[config.mk]
export PLATFORM = sky130hd
export DESIGN_NAME = cronometro_core
export DESIGN_NICKNAME = d
export VERILOG_FILES = /design/src/rtl/cronometro_pkg.sv /design/src/rtl/cronometro_sync_edge.sv /design/src/rtl/cronometro_core.sv
export SDC_FILE = /design/constraint.sdc
export NUM_CORES = 1
export LEC_CHECK = 0
export ABC_CLOCK_PERIOD_IN_PS = 4550
export BUFFER_PORTS_ARGS = -buffer_cell sky130_fd_sc_hd__buf_2
export CAP_MARGIN = 40
export CORE_UTILIZATION = 63
export CTS_CLUSTER_DIAMETER = 60
export DETAILED_ROUTE_END_ITERATION = 7
export GPL_TIMING_DRIVEN = 0
export PLACE_DENSITY = 0.85
export SLEW_MARGIN = 25
export SYNTH_ARGS = -nofsm -noshare
export SYNTH_HDL_FRONTEND = slang
export SYNTH_HIERARCHICAL = 1
export SYNTH_SLANG_ARGS = --single-unit
[constraint.sdc]
create_clock -name clk -period 4.55 [get_ports clk]
set_clock_uncertainty 0.2 [all_clocks]
set_input_delay 0.91 -clock clk [delete_from_list [all_inputs] [get_ports clk]]
set_output_delay 0.91 -clock clk [all_outputs]
set_load 0.02 [all_outputs]
[src/rtl/cronometro_pkg.sv]
// Shared types and constants for the race stopwatch timing core.
//   state_t  : control FSM state encoding (IDLE / RUNNING / FINISHED)
//   FIELD_W  : width of each displayed binary time field
//   CS_MAX   : last centisecond value before carry
//   SEC_MAX  : last second value before carry
package cronometro_pkg;

  typedef enum logic [1:0] {
    IDLE     = 2'd0,
    RUNNING  = 2'd1,
    FINISHED = 2'd2
  } state_t;

  localparam int FIELD_W = 7;
  localparam int CS_MAX  = 99;
  localparam int SEC_MAX = 59;

endpackage

[src/rtl/cronometro_sync_edge.sv]
// Two-flop synchronizer followed by a rising-edge detector for one
// asynchronous level input.
// Ports:
//   clk       : system clock
//   rst       : asynchronous active-high reset
//   async_in  : raw asynchronous level from the pin
//   level_out : synchronized level (two flops behind the pin)
//   rise_out  : one-cycle pulse on a 0->1 transition of level_out
module cronometro_sync_edge (
  input  logic clk,
  input  logic rst,
  input  logic async_in,
  output logic level_out,
  output logic rise_out
);

  logic meta_q;
  logic sync_q;
  logic prev_q;

  always_ff @(posedge clk or posedge rst) begin
    if (rst) begin
      meta_q <= 1'b0;
      sync_q <= 1'b0;
      prev_q <= 1'b0;
    end else begin
      meta_q <= async_in;
      sync_q <= meta_q;
      prev_q <= sync_q;
    end
  end

  assign level_out = sync_q;
  assign rise_out  = sync_q & ~prev_q;

endmodule

[src/rtl/cronometro_core.sv]
// Timing core of the race stopwatch. Conditions the start/finish/clear
// inputs, runs a minutes:seconds.centiseconds counter from a prescaled
// tick and holds the final time once the finish gate fires.
// Optional feature macro: CRONO_SPLIT_EN (split/lap display hold).
// Parameters:
//   CLK_HZ  : system clock frequency in Hz
//   TICK_HZ : counting resolution; CLK_HZ/TICK_HZ must be an integer >= 2
//   MAX_MIN : minutes value at which the count saturates
// Ports:
//   clk, rst           : clock, asynchronous active-high reset
//   start_sensor       : start gate level (asynchronous)
//   finish_sensor      : finish gate level (asynchronous)
//   btn_clear          : operator clear level (asynchronous)
//   split_btn          : split button level (CRONO_SPLIT_EN only)
//   centesimas         : centiseconds 0..99, binary
//   segundos           : seconds 0..59, binary
//   minutos            : minutes 0..MAX_MIN, binary
//   running, finished  : state decodes
//   split_active       : display is showing held split time (CRONO_SPLIT_EN only)
//   overflow           : sticky saturation flag
module cronometro_core
  import cronometro_pkg::*;
#(
  parameter int CLK_HZ  = 50000000,
  parameter int TICK_HZ = 100,
  parameter int MAX_MIN = 99
) (
  input  logic               clk,
  input  logic               rst,
  input  logic               start_sensor,
  input  logic               finish_sensor,
  input  logic               btn_clear,
`ifdef CRONO_SPLIT_EN
  input  logic               split_btn,
  output logic               split_active,
`endif
  output logic [FIELD_W-1:0] centesimas,
  output logic [FIELD_W-1:0] segundos,
  output logic [FIELD_W-1:0] minutos,
  output logic               running,
  output logic               finished,
  output logic               overflow
);

  localparam int DIV   = CLK_HZ / TICK_HZ;
  localparam int PRE_W = (DIV > 2) ? $clog2(DIV) : 1;
  localparam logic [PRE_W-1:0] PRE_LAST = PRE_W'(DIV - 1);

  function automatic logic at_limit(input logic [FIELD_W-1:0] cs,
                                    input logic [FIELD_W-1:0] sec,
                                    input logic [FIELD_W-1:0] mn);
    return (cs == FIELD_W'(CS_MAX)) && (sec == FIELD_W'(SEC_MAX)) &&
           (mn == FIELD_W'(MAX_MIN));
  endfunction

  // Input conditioning: sync + edge detect, event lands 3 clk after the pin
  logic start_rise, finish_rise, clr_lvl;
  logic start_lvl_unused, finish_lvl_unused, clr_rise_unused;

  cronometro_sync_edge u_start (
    .clk      (clk),
    .rst      (rst),
    .async_in (start_sensor),
    .level_out(start_lvl_unused),
    .rise_out (start_rise)
  );

  cronometro_sync_edge u_finish (
    .clk      (clk),
    .rst      (rst),
    .async_in (finish_sensor),
    .level_out(finish_lvl_unused),
    .rise_out (finish_rise)
  );

  // Clear acts on the synchronized level so holding the button keeps IDLE
  cronometro_sync_edge u_clear (
    .clk      (clk),
    .rst      (rst),
    .async_in (btn_clear),
    .level_out(clr_lvl),
    .rise_out (clr_rise_unused)
  );

  state_t             state_q, state_d;
  logic [PRE_W-1:0]   presc_q;
  logic [FIELD_W-1:0] cs_q, sec_q, min_q;
  logic               ovf_q;
  logic               tick, sat, start_take;

  // Control: FSM next state and decoded outputs
  always_comb begin
    state_d    = state_q;
    running    = 1'b0;
    finished   = 1'b0;
    tick       = (state_q == RUNNING) && (presc_q == PRE_LAST);
    sat        = tick && at_limit(cs_q, sec_q, min_q);
    start_take = (state_q == IDLE) && start_rise;
    unique case (state_q)
      IDLE:     running  = 1'b0;
      RUNNING:  running  = 1'b1;
      FINISHED: finished = 1'b1;
      default:  running  = 1'b0;
    endcase
    if (clr_lvl) begin
      state_d = IDLE;
    end else begin
      unique case (state_q)
        IDLE:     if (start_rise) state_d = RUNNING;
        RUNNING:  if (sat || finish_rise) state_d = FINISHED;
        FINISHED: state_d = FINISHED;
        default:  state_d = IDLE;
      endcase
    end
  end

  always_ff @(posedge clk or posedge rst) begin
    if (rst) state_q <= IDLE;
    else     state_q <= state_d;
  end

  // Datapath: prescaler and cascaded time fields
  always_ff @(posedge clk or posedge rst) begin
    if (rst) begin
      presc_q <= '0;
      cs_q    <= '0;
      sec_q   <= '0;
      min_q   <= '0;
      ovf_q   <= 1'b0;
    end else if (clr_lvl) begin
      presc_q <= '0;
      cs_q    <= '0;
      sec_q   <= '0;
      min_q   <= '0;
      ovf_q   <= 1'b0;
    end else if (start_take) begin
      // Realign the prescaler so the first tick is exactly DIV clk later
      presc_q <= '0;
    end else if (state_q == RUNNING) begin
      presc_q <= tick ? '0 : presc_q + 1'b1;
      if (tick) begin
        if (sat) begin
          // Hold at the maximum time; the FSM moves to FINISHED this edge
          ovf_q <= 1'b1;
        end else if (cs_q == FIELD_W'(CS_MAX)) begin
          cs_q <= '0;
          if (sec_q == FIELD_W'(SEC_MAX)) begin
            sec_q <= '0;
            min_q <= min_q + 1'b1;
          end else begin
            sec_q <= sec_q + 1'b1;
          end
        end else begin
          cs_q <= cs_q + 1'b1;
        end
      end
    end
  end

  assign overflow = ovf_q;

`ifdef CRONO_SPLIT_EN
  logic               split_rise, split_lvl_unused;
  logic               split_q;
  logic [FIELD_W-1:0] hold_cs_q, hold_sec_q, hold_min_q;

  cronometro_sync_edge u_split (
    .clk      (clk),
    .rst      (rst),
    .async_in (split_btn),
    .level_out(split_lvl_unused),
    .rise_out (split_rise)
  );

  // Split hold: snapshot of the registered live time, toggled per event
  always_ff @(posedge clk or posedge rst) begin
    if (rst) begin
      split_q    <= 1'b0;
      hold_cs_q  <= '0;
      hold_sec_q <= '0;
      hold_min_q <= '0;
    end else if (clr_lvl) begin
      split_q    <= 1'b0;
      hold_cs_q  <= '0;
      hold_sec_q <= '0;
      hold_min_q <= '0;
    end else if (state_q == RUNNING) begin
      if (sat || finish_rise) begin
        split_q <= 1'b0;
      end else if (split_rise) begin
        split_q <= ~split_q;
        if (!split_q) begin
          hold_cs_q  <= cs_q;
          hold_sec_q <= sec_q;
          hold_min_q <= min_q;
        end
      end
    end
  end

  assign split_active = split_q;
  assign centesimas   = split_q ? hold_cs_q  : cs_q;
  assign segundos     = split_q ? hold_sec_q : sec_q;
  assign minutos      = split_q ? hold_min_q : min_q;
`else
  assign centesimas = cs_q;
  assign segundos   = sec_q;
  assign minutos    = min_q;
`endif

endmodule

==> results of run 1 <==
==> per-layer routing <==
metal  vias up  wire, µm
li1       1044         -
met1      1078      2550
met2        70      2970
met3         7       309
met4         0        63
met5         -         0
==> worst min path at each step <==
stage                               to  cells past startpoint
detailed placement  u_finish/level_out                      0
global route        u_finish/level_out                      0
CTS                 u_finish/level_out                      0
floorplan            u_clear/level_out                      0
finish              u_finish/level_out                      0
global placement     u_clear/level_out                      0
==> cells in the final DEF, fill, tap and decap left out, types with 2 or more instances in the layout <==
| master | instances |
|---|---|
| sky130_fd_sc_hd__nor2_1 | 36 |
| sky130_fd_sc_hd__ha_1 | 7 |
| sky130_fd_sc_hd__o21ai_0 | 16 |
| sky130_fd_sc_hd__o31ai_1 | 3 |
| sky130_fd_sc_hd__buf_2 | 29 |
| sky130_fd_sc_hd__or3_1 | 3 |
| sky130_fd_sc_hd__bufinv_16 | 2 |
| sky130_fd_sc_hd__and3_1 | 5 |
| sky130_fd_sc_hd__nor4_4 | 3 |
| sky130_fd_sc_hd__xor2_1 | 16 |
| sky130_fd_sc_hd__nor3_1 | 7 |
| sky130_fd_sc_hd__nand3b_1 | 4 |
| sky130_fd_sc_hd__and2_1 | 3 |
| sky130_fd_sc_hd__nor2b_4 | 2 |
| sky130_fd_sc_hd__inv_1 | 6 |
| sky130_fd_sc_hd__or2_2 | 2 |
| sky130_fd_sc_hd__xnor2_1 | 3 |
| sky130_fd_sc_hd__nand2b_1 | 6 |
| sky130_fd_sc_hd__and4_1 | 3 |
| sky130_fd_sc_hd__and4bb_2 | 2 |
| sky130_fd_sc_hd__nand3_1 | 15 |
| sky130_fd_sc_hd__clkbuf_1 | 6 |
| sky130_fd_sc_hd__nand4_1 | 10 |
| sky130_fd_sc_hd__mux2i_1 | 3 |
| sky130_fd_sc_hd__a31oi_1 | 3 |
| sky130_fd_sc_hd__nor2b_1 | 3 |
| sky130_fd_sc_hd__clkbuf_8 | 5 |
| sky130_fd_sc_hd__dfrtp_1 | 51 |
| sky130_fd_sc_hd__nand2_1 | 24 |
| sky130_fd_sc_hd__a21oi_1 | 13 |
==> final cells by class <==
| type | count | area share (%) |
|---|---|---|
| multi-input cells | 210 | 44.5 |
| flip-flops and latches | 51 | 42.1 |
| repair buffers | 29 | 5.28 |
| clock buffers | 6 | 2.39 |
| well taps | 50 | 2.06 |
| clock inverters | 2 | 1.98 |
| inverters | 7 | 0.867 |
| plain buffers | 6 | 0.784 |
==> power breakdown <==
group,switching (W),leakage [nW],internal [W]
clock network,0.000153,0.0654,0.000220
logic,0.0000444,0.632,0.0000197
registers,0.00000569,0.693,0.000460
total,0.000203,1.39,0.000699
==> flip-flops by register name, indices dropped and copies added, names as in the netlist <==
| name | flops |
|---|---|
| u_clear/meta_q | 1 |
| u_finish/level_out | 1 |
| u_start/meta_q | 1 |
| minutos | 7 |
| centesimas | 7 |
| u_finish/meta_q | 1 |
| overflow | 1 |
| segundos | 7 |
| u_finish/prev_q | 1 |
| state_q | 2 |
| presc_q | 19 |
| u_clear/level_out | 1 |
| u_start/level_out | 1 |
| u_start/prev_q | 1 |
==> critical path: stages (launching register included) <==
cell and delay [ns]:
sky130_fd_sc_hd__dfrtp_1 0.40, sky130_fd_sc_hd__inv_1 0.12, sky130_fd_sc_hd__ha_1 0.30, sky130_fd_sc_hd__and4bb_2 0.32, sky130_fd_sc_hd__nand4_1 0.19, sky130_fd_sc_hd__or2_2 0.35
sky130_fd_sc_hd__o21ai_0 0.40, sky130_fd_sc_hd__a21oi_1 0.15, sky130_fd_sc_hd__a21oi_1 0.18
==> per-stage QoR <==
step | power, W | std cells | cell area, µm²
2_1_floorplan | 0.000518 | 274 | 2680
3_3_place_gp | 0.000532 | 352 | 2880
3_5_place_dp | 0.000537 | 353 | 2900
4_1_cts | 0.000901 | 361 | 3030
5_1_grt | 0.000928 | 361 | 3030
6_report | 0.000903 | 361 | 3030
==> reports/results.ini, run 1 <==
[outcome]
outcome=complete, no violations

[route]
dr.first_iter.drc_count=188
totalWireLength_mm=5.89
detail-route-antenna-nets=0
drt_pre_antenna_iters=4
avgViaCountPerCell=6.09
routed-via-count=2199
drc_errors=0
wire_per_inst_um=16.3

[die]
die_x_um=67.2
core_um2=4030
placementRows=23
floorplan.die_area_um2=4510
ioPinCount=29
chipHeight_um=67.2
initial_utilization_pct=66.4

[global_route]
grt_pass1_wl_mm=9.72
track_usage_pct=29.2
met1_capacity_usage_during_global_routing_pct=39.9
grt_pass1_vias=2034
grt.overflow.total=0
grtUsageMet2_pct=46.4
largest_net_degree_at_the_start_of_global_routing=30
met3_usage_grt_pct=5.57
antenna_violations_before_repair=0
global_route.peak_usage_layer=met2

[pwr]
p_leak_nw=1.39
ir_drop_mv=0.254
power-per-cell-area_nw_per_um2=298

[sta]
final_critical_path_setup_slack_ns=1.86
fin_setup_tns_ns=0
grt_setup_unrepaired=no
fin_worst_hold_slack_ns=0.157
slew_headroom_pct=57.7
period_needed_ns=2.69
number_of_hold_violations_in_the_final_report=0
fmaxAchievable_ghz=0.372
finalCritPeriodShare_pct=59.1
max_slew_violation_count=0
worstMarginPinSlew_ns=0.630
finalSetupViolations=0

[clock_tree]
clk_pin_slew_ns=0.09
cts-buffers-inserted=5
numClockSinks=51
holdBufCountCts=0
cts.root.buffer_cell=sky130_fd_sc_hd__clkbuf_8
cts.repair.resized=0
cts_tree=built
cts_max_path_buffers=2
postCtsSetupBuffers=0
worst_skew_pair.late_latency_ns=0.31
htree_levels=2

[place]
place_congestion=0.822
preCtsSetupSlack_ns=1.93
place.detailed.hpwl_mm=4.15
place.port_buffers=28

[finish]
syn2layout_area_growth_pct=13.3
n_fill_cell=289
multi_input_area_um2=1350
regArea_um2=1280
fin_util_pct=75.2
nNetsFinal=322
antenna_cells=0
drive_gt1_share_pct=17.0

[setup_path]
worstSetupEndpoint=state_q[0]
critPathLaunch=state_q[1]
path_class=reg -> reg
kind_of_capture_point_of_the_worst_setup_path=flop
reg2reg_slack_ns=1.86
reg2reg_from=state_q[1]
crit-reg2reg-capture=state_q[0]
worstPathRequired_ns=4.57
worstSetupStartpointType=flop
signal_arrival_time_at_the_worst_endpoint_ns=2.71
reg2regPathDepth=8
cp_max_fo=7

[synthesis]
syn-cell-area_um2=2680
syn-instance-count=274
syn_avg_cell_area_um2=9.77
synth.yosys.warnings=6
syn_nets=286

[hold_path]
hold_path_start=u_finish/meta_q
hold_path_class=reg -> reg

[job]
max-cap-violations=0

(Power assumes the default switching activity.)
==> inputs of run 2 (changes only) <==
--- a/config.mk
+++ b/config.mk
@@ -5,14 +5,14 @@
 export SDC_FILE = /design/constraint.sdc
 export NUM_CORES = 1
 export LEC_CHECK = 0
-export ABC_CLOCK_PERIOD_IN_PS = 4550
+export ABC_CLOCK_PERIOD_IN_PS = 2400
 export BUFFER_PORTS_ARGS = -buffer_cell sky130_fd_sc_hd__buf_2
 export CAP_MARGIN = 40
-export CORE_UTILIZATION = 63
+export CORE_UTILIZATION = 53
 export CTS_CLUSTER_DIAMETER = 60
 export DETAILED_ROUTE_END_ITERATION = 7
 export GPL_TIMING_DRIVEN = 0
-export PLACE_DENSITY = 0.85
+export PLACE_DENSITY = 0.76
 export SLEW_MARGIN = 25
 export SYNTH_ARGS = -nofsm -noshare
 export SYNTH_HDL_FRONTEND = slang
==> constraint.sdc (replaced) <==
create_clock -name clk -period 2.4 [get_ports clk]
set_clock_uncertainty 0.2 [all_clocks]
set_input_delay 0.48 -clock clk [delete_from_list [all_inputs] [get_ports clk]]
set_output_delay 0.48 -clock clk [all_outputs]
set_load 0.02 [all_outputs]
==> reports/results.ini, run 2 (synthesized netlist as in run 1, its figures left out) <==
[outcome]
outcome=complete, no violations

[sta]
slew_headroom_pct=67.2  ; +9.6 points
fin_setup_tns_ns=0  ; unchanged
max_slew_violation_count=0  ; unchanged
finalCritPeriodShare_pct=96.9  ; +38 points
finalSetupViolations=0  ; unchanged
number_of_hold_violations_in_the_final_report=0  ; unchanged
worstMarginPinSlew_ns=0.492  ; -0.139 ns
period_needed_ns=2.33  ; -0.365 ns
grt_setup_unrepaired=no
fin_worst_hold_slack_ns=0.0841  ; -0.0729 ns
fmaxAchievable_ghz=0.430  ; +16%

[setup_path]
kind_of_capture_point_of_the_worst_setup_path=flop
critPathLaunch=state_q[1]
critical-path-slowest-cell=sky130_fd_sc_hd__or4_4
timing.critical_path.slowest_cell_delay_ns=0.49  ; +0.09 ns
crit_chain=inv_2, ha_4, and4bb_2, nand4_4, or3_4, or4_4, a21oi_2
worstPathRequired_ns=2.43  ; -2.14 ns
cp_max_fo=5  ; -2
reg2reg_from=state_q[1]
worstSetupStartpointType=flop
path_class=reg -> reg
signal_arrival_time_at_the_worst_endpoint_ns=2.36  ; -0.35 ns

[clock_tree]
htree_levels=2  ; unchanged
cts-buffers-inserted=5  ; unchanged
clk_pin_slew_ns=0.08  ; about the same
cts.root.buffer_cell=sky130_fd_sc_hd__clkbuf_8
numClockSinks=51  ; unchanged
cts_max_path_buffers=2  ; unchanged
worst_skew_pair.late_latency_ns=0.30  ; about the same
cts_tree=built

[finish]
regArea_um2=1280  ; unchanged
final_design_area_no_fill_um2=3140  ; +3.6%
final_cell_mix=sky130_fd_sc_hd__dfrtp_1, sky130_fd_sc_hd__nor2_1, sky130_fd_sc_hd__buf_2, sky130_fd_sc_hd__nand2_1, sky130_fd_sc_hd__xor2_1
layout.cells.non_filler=387  ; +7.2%
antenna_cells=0  ; unchanged
final_common_cell=sky130_fd_sc_hd__dfrtp_1
max_flop_register=presc_q
multi_input_area_um2=1400  ; +3.6%
syn2layout_area_growth_pct=17.4
n_fill_cell=390  ; +35%
nNetsFinal=331  ; +2.8%
drive_gt1_share_pct=22.2  ; +5.1 points
largest_register_ffs=19  ; unchanged
fin_util_pct=65.6  ; -9.6 points

[global_route]
grt_pass1_vias=1983  ; -2.5%
track_usage_pct=21.9  ; -7.2 points
grt_pass1_wl_mm=8.92  ; -8.2%
largest_net_degree_at_the_start_of_global_routing=25  ; -17%
antenna_violations_before_repair=0  ; unchanged
grt.overflow.total=0  ; unchanged

[hold_path]
hold_path_start=start_sensor
hold_path_class=in -> reg

[place]
place.detailed.hpwl_mm=3.86  ; -7.0%
placedInstanceArea_um2=2930  ; +1.2%
numPlacedInstances=370  ; +4.8%
place.port_buffers=28  ; unchanged
place_congestion=0.881  ; +7.1%

[pwr]
power-per-cell-area_nw_per_um2=491  ; +65%
ir_drop_mv=0.443  ; +74%
p_leak_nw=1.44  ; +3.7%

[die]
chipHeight_um=73.1  ; +8.8%
initial_utilization_pct=55.9  ; -11 points
core_um2=4790  ; +19%
die_x_um=73.1  ; +8.8%
floorplan.die_area_um2=5340  ; +18%
ioPinCount=29  ; unchanged
placementRows=25  ; +8.7%

[route]
avgViaCountPerCell=5.61  ; -7.9%
totalWireLength_mm=5.40  ; -8.4%
dr.first_iter.drc_count=169  ; -10%
drc_errors=0  ; unchanged
routed-via-count=2171  ; -1.3%
detail-route-antenna-nets=0  ; unchanged
wire_per_inst_um=13.9  ; -15%
drt_pre_antenna_iters=5  ; +1

[job]
max-cap-violations=0  ; unchanged

run 2: per-layer routing:
layer | vias up | track usage (%) | wire length (µm)
met5 | - | 0 | 0
met4 | 0 | 7.41 | 19
met3 | 2 | 4.97 | 186
met2 | 51 | 34.0 | 2620
met1 | 1054 | 30.4 | 2570
li1 | 1064 | - | -
run 2: layout make-up:
| type | count | share of cell area [%] |
|---|---|---|
| tap | 67 | 2.67 |
| sequential | 51 | 40.6 |
| buffer | 6 | 0.836 |
| multi-input combinational | 210 | 44.5 |
| timing repair buffer | 38 | 7.33 |
| inverter | 7 | 0.836 |
| clock buffer | 8 | 3.19 |
run 2: stage by stage:
step	total power (W)	worst slack [ns]
after CTS	0.00157	0.0118
after detailed placement	0.00102	-0.109
final	0.00154	0.0739
after floorplan	0.000986	0.0667
after global placement	0.00102	-0.0841
after global routing	0.00161	0.00230
run 2: path summary, 6_finish.rpt:
kind | slack [ns] | depth (start not counted) | endpoint
max | 0.07 | 7 | centesimas[3]
min | 0.08 | 1 | u_start/meta_q
max reg2reg | 0.07 | 7 | centesimas[3]
min reg2reg | 0.15 | 0 | u_start/level_out
max in group asynchronous | 0.97 | 4 | segundos[3]
min in group asynchronous | 0.40 | 3 | u_clear/meta_q
run 2: worst max-delay path, delay by kind of cell, from the launching register on:
family,cells,cell delay [ns]
AO/OA/AOI/OAI,1,0.14
adder cells (fa/ha/maj),1,0.14
buffers and inverters,1,0.10
flip-flops,1,0.40
AND/OR/NAND/NOR,4,1.29
run 2: power breakdown:
part	internal, W	switching [W]	leakage (nW)
clock	0.000263	0.000264	0.0515
sequential	0.000871	0.0000115	0.693
combinational	0.0000462	0.0000855	0.697
run 2: repair_timing:
item	in CTS	in global routing
setup endpoints to repair	21	22
hold endpoints to repair	8	0
setup buffers	6	2
pin swaps	5	1
resized for setup	2	11
hold buffers	1	0
==> inputs of run 3 (changes only) <==
--- a/config.mk
+++ b/config.mk
@@ -5,14 +5,16 @@
 export SDC_FILE = /design/constraint.sdc
 export NUM_CORES = 1
 export LEC_CHECK = 0
+export ABC_AREA = 1
 export ABC_CLOCK_PERIOD_IN_PS = 2400
 export BUFFER_PORTS_ARGS = -buffer_cell sky130_fd_sc_hd__buf_2
 export CAP_MARGIN = 40
-export CORE_UTILIZATION = 53
+export CORE_UTILIZATION = 55
+export CTS_BUF_LIST = sky130_fd_sc_hd__clkbuf_8
 export CTS_CLUSTER_DIAMETER = 60
 export DETAILED_ROUTE_END_ITERATION = 7
 export GPL_TIMING_DRIVEN = 0
-export PLACE_DENSITY = 0.76
+export PLACE_DENSITY = 0.78
 export SLEW_MARGIN = 25
 export SYNTH_ARGS = -nofsm -noshare
 export SYNTH_HDL_FRONTEND = slang
==> reports/results.ini, run 3 <==
[sta]
grt_setup_unrepaired=no
fin_setup_tns_ns=0  ; unchanged
worstMarginPinSlew_ns=0.496  ; +0.00396 ns
finalSetupViolations=0  ; unchanged
slew_headroom_pct=67.0  ; -0.26 points
final_critical_path_setup_slack_ns=0.385  ; +0.311 ns
fmaxAchievable_ghz=0.496  ; +15%
max_slew_violation_count=0  ; unchanged
finalCritPeriodShare_pct=84.0  ; -13 points
period_needed_ns=2.02  ; -0.311 ns
number_of_hold_violations_in_the_final_report=0  ; unchanged

[global_route]
grt_pass1_wl_mm=10.2  ; +14%
grt_pass1_vias=2347  ; +18%
track_usage_pct=24.1  ; +2.2 points
largest_net_degree_at_the_start_of_global_routing=33  ; +32%
grt.overflow.total=0  ; unchanged
antenna_violations_before_repair=0  ; unchanged

[die]
ioPinCount=29  ; unchanged
die_x_um=74.6  ; +2.1%
placementRows=26  ; +4.0%
chipHeight_um=74.6  ; +2.1%
core_um2=5110  ; +6.7%
initial_utilization_pct=56.8  ; +0.84 points
floorplan.die_area_um2=5570  ; +4.3%

[setup_path]
timing.critical_path.slowest_cell_delay_ns=0.41  ; -0.08 ns
crit_chain=inv_1, ha_1, inv_1, nor2_1, nand3_1, nor2_2, nand3_2, nand2_4, inv_1, nand2_1, nand2_1
worstPathRequired_ns=2.39  ; -0.04 ns
path_class=reg -> reg
critical-path-slowest-cell=sky130_fd_sc_hd__dfrtp_1
signal_arrival_time_at_the_worst_endpoint_ns=2.01  ; -0.35 ns
worstSetupStartpointType=flop
worstPathBufferInverterCount=3  ; +2
critical-path-top-cell-by-count=sky130_fd_sc_hd__inv_1
kind_of_capture_point_of_the_worst_setup_path=flop
cp_max_fo=8  ; +3
kind_of_cell_adding_the_most_delay_to_the_critical_path=simple AND/OR/NAND/NOR gates

[pwr]
sw_frac_of_total_pct=28.4  ; +4.9 points
p_leak_nw=1.60  ; +11%
sequential_share_of_power_pct=51.7  ; -5.6 points
ir_drop_mv=0.296  ; -33%
power.net_switching_w=0.000513  ; +42%
power.share.clock_pct=33.5  ; -0.7 points
power-per-cell-area_nw_per_um2=553  ; +13%
p_int_w=0.00129  ; +9.6%
combPwrFrac_pct=14.7  ; +6.2 points

[clock_tree]
postCtsSetupBuffers=0  ; -6
cts_tree=built
htree_levels=2  ; unchanged
clk_pin_slew_ns=0.10  ; +0.02 ns
cts_max_path_buffers=2  ; unchanged
numClockSinks=51  ; unchanged
cts.root.buffer_cell=sky130_fd_sc_hd__clkbuf_8
worst_skew_pair.late_latency_ns=0.31  ; about the same
cts-buffers-inserted=5  ; unchanged

[route]
totalWireLength_mm=6.12  ; +13%
avgViaCountPerCell=5.11  ; -8.9%
wire_per_inst_um=12.1  ; -13%
routed-via-count=2581  ; +19%
drt_pre_antenna_iters=4  ; -1
drc_errors=0  ; unchanged
detail-route-antenna-nets=0  ; unchanged
dr.first_iter.drc_count=104  ; -38%

[job]
max-cap-violations=0  ; unchanged

[finish]
nNetsFinal=446  ; +35%
final_common_cell=sky130_fd_sc_hd__nand2_1
max_flop_register=presc_q
n_fill_cell=452  ; +16%
final_cell_mix=sky130_fd_sc_hd__nand2_1, sky130_fd_sc_hd__nor2_1, sky130_fd_sc_hd__dfrtp_1, sky130_fd_sc_hd__inv_1, sky130_fd_sc_hd__nand3_1
largest_register_ffs=19  ; unchanged
antenna_cells=0  ; unchanged
syn2layout_area_growth_pct=12.8
drive_gt1_share_pct=14.0  ; -8.2 points

[synthesis]
synth.yosys.warnings=6  ; unchanged
syn_avg_cell_area_um2=7.30  ; -25%
syn_nets=409  ; +43%
syn-instance-count=397  ; +45%
syn-cell-area_um2=2900  ; +8.3%

[place]
place.detailed.hpwl_mm=4.54  ; +18%
place.port_buffers=28  ; unchanged
preCtsSetupSlack_ns=0.401  ; +0.510 ns
place_congestion=0.863  ; -2.0%

[hold_path]
hold_path_class=in -> reg

[outcome]
outcome=complete, no violations

## run 3: cell type report
type / instances / area (µm²) / share of cell area [%]
multi-input cells: 293 / 1410 / 43.0
flip-flops and latches: 51 / 1280 / 39.0
inverters: 47 / 176 / 5.40
repair buffers: 30 / 170 / 5.20
well taps: 70 / 87.6 / 2.68
clock buffers: 5 / 68.8 / 2.10
clock inverters: 3 / 43.8 / 1.34
plain buffers: 6 / 41.3 / 1.26
## run 3: per-stage QoR
stage / cells / hold slack (ns) / total power [W] / utilization, % / cell area (µm²)
after floorplan: 397 / 0.0212 / 0.00114 / - / 2900
final: 505 / 0.0655 / 0.00181 / 64.0 / 3270
after global placement: 495 / 0.133 / 0.00121 / 61.2 / 3130
after CTS: 505 / 0.0567 / 0.00182 / 64.0 / 3270
after global routing: 505 / 0.0559 / 0.00189 / 64.0 / 3270
after detailed placement: 496 / 0.136 / 0.00122 / 61.6 / 3150
## run 3: timing repair
item / CTS / global route
hold endpoints to repair: 19 / 0
resized for setup: 0 / 0
hold buffers: 1 / 0
## run 3: worst paths after layout
| path | from | to | depth (start not counted) | slack [ns] |
|---|---|---|---|---|
| worst max-delay path | state_q[1] | centesimas[2] | 11 | 0.38 |
| worst min-delay path | btn_clear | u_clear/meta_q | 1 | 0.07 |
| worst max register to register | state_q[1] | centesimas[2] | 11 | 0.38 |
| worst min register to register | u_clear/meta_q | u_clear/level_out | 0 | 0.16 |
| max in group asynchronous | rst | presc_q[5] | 4 | 1.04 |
| min in group asynchronous | rst | u_clear/meta_q | 3 | 0.39 |
## run 3: routing by layer
layer / part of all wire, % / global-route usage, % / vias to the layer above / wire, µm
li1: - / - / 1321 / -
met1: 46 / 30.1 / 1218 / 2800
met2: 50 / 42.0 / 36 / 3080
met3: 3.0 / 4.34 / 6 / 182
met4: 0.85 / 7.76 / 0 / 52
met5: 0 / 0 / - / 0
## run 3: worst register-to-register path, cell delays in order, from the launching register on
cell,delay [ns]
sky130_fd_sc_hd__dfrtp_1,0.41
sky130_fd_sc_hd__inv_1,0.08
sky130_fd_sc_hd__ha_1,0.21
sky130_fd_sc_hd__inv_1,0.09
sky130_fd_sc_hd__nor2_1,0.15
sky130_fd_sc_hd__nand3_1,0.10
sky130_fd_sc_hd__nor2_2,0.14
sky130_fd_sc_hd__nand3_2,0.11
sky130_fd_sc_hd__nand2_4,0.13
sky130_fd_sc_hd__inv_1,0.12
sky130_fd_sc_hd__nand2_1,0.09
sky130_fd_sc_hd__nand2_1,0.06
## run 3: power groups by stage
stage	Combinational, W	Sequential [W]	Clock (W)
3_3_place_gp	0.000257	0.000950	0
4_1_cts	0.000268	0.000935	0.000621
3_5_place_dp	0.000265	0.000951	0
6_report	0.000266	0.000935	0.000606
5_1_grt	0.000304	0.000942	0.000647
2_1_floorplan	0.000165	0.000973	0
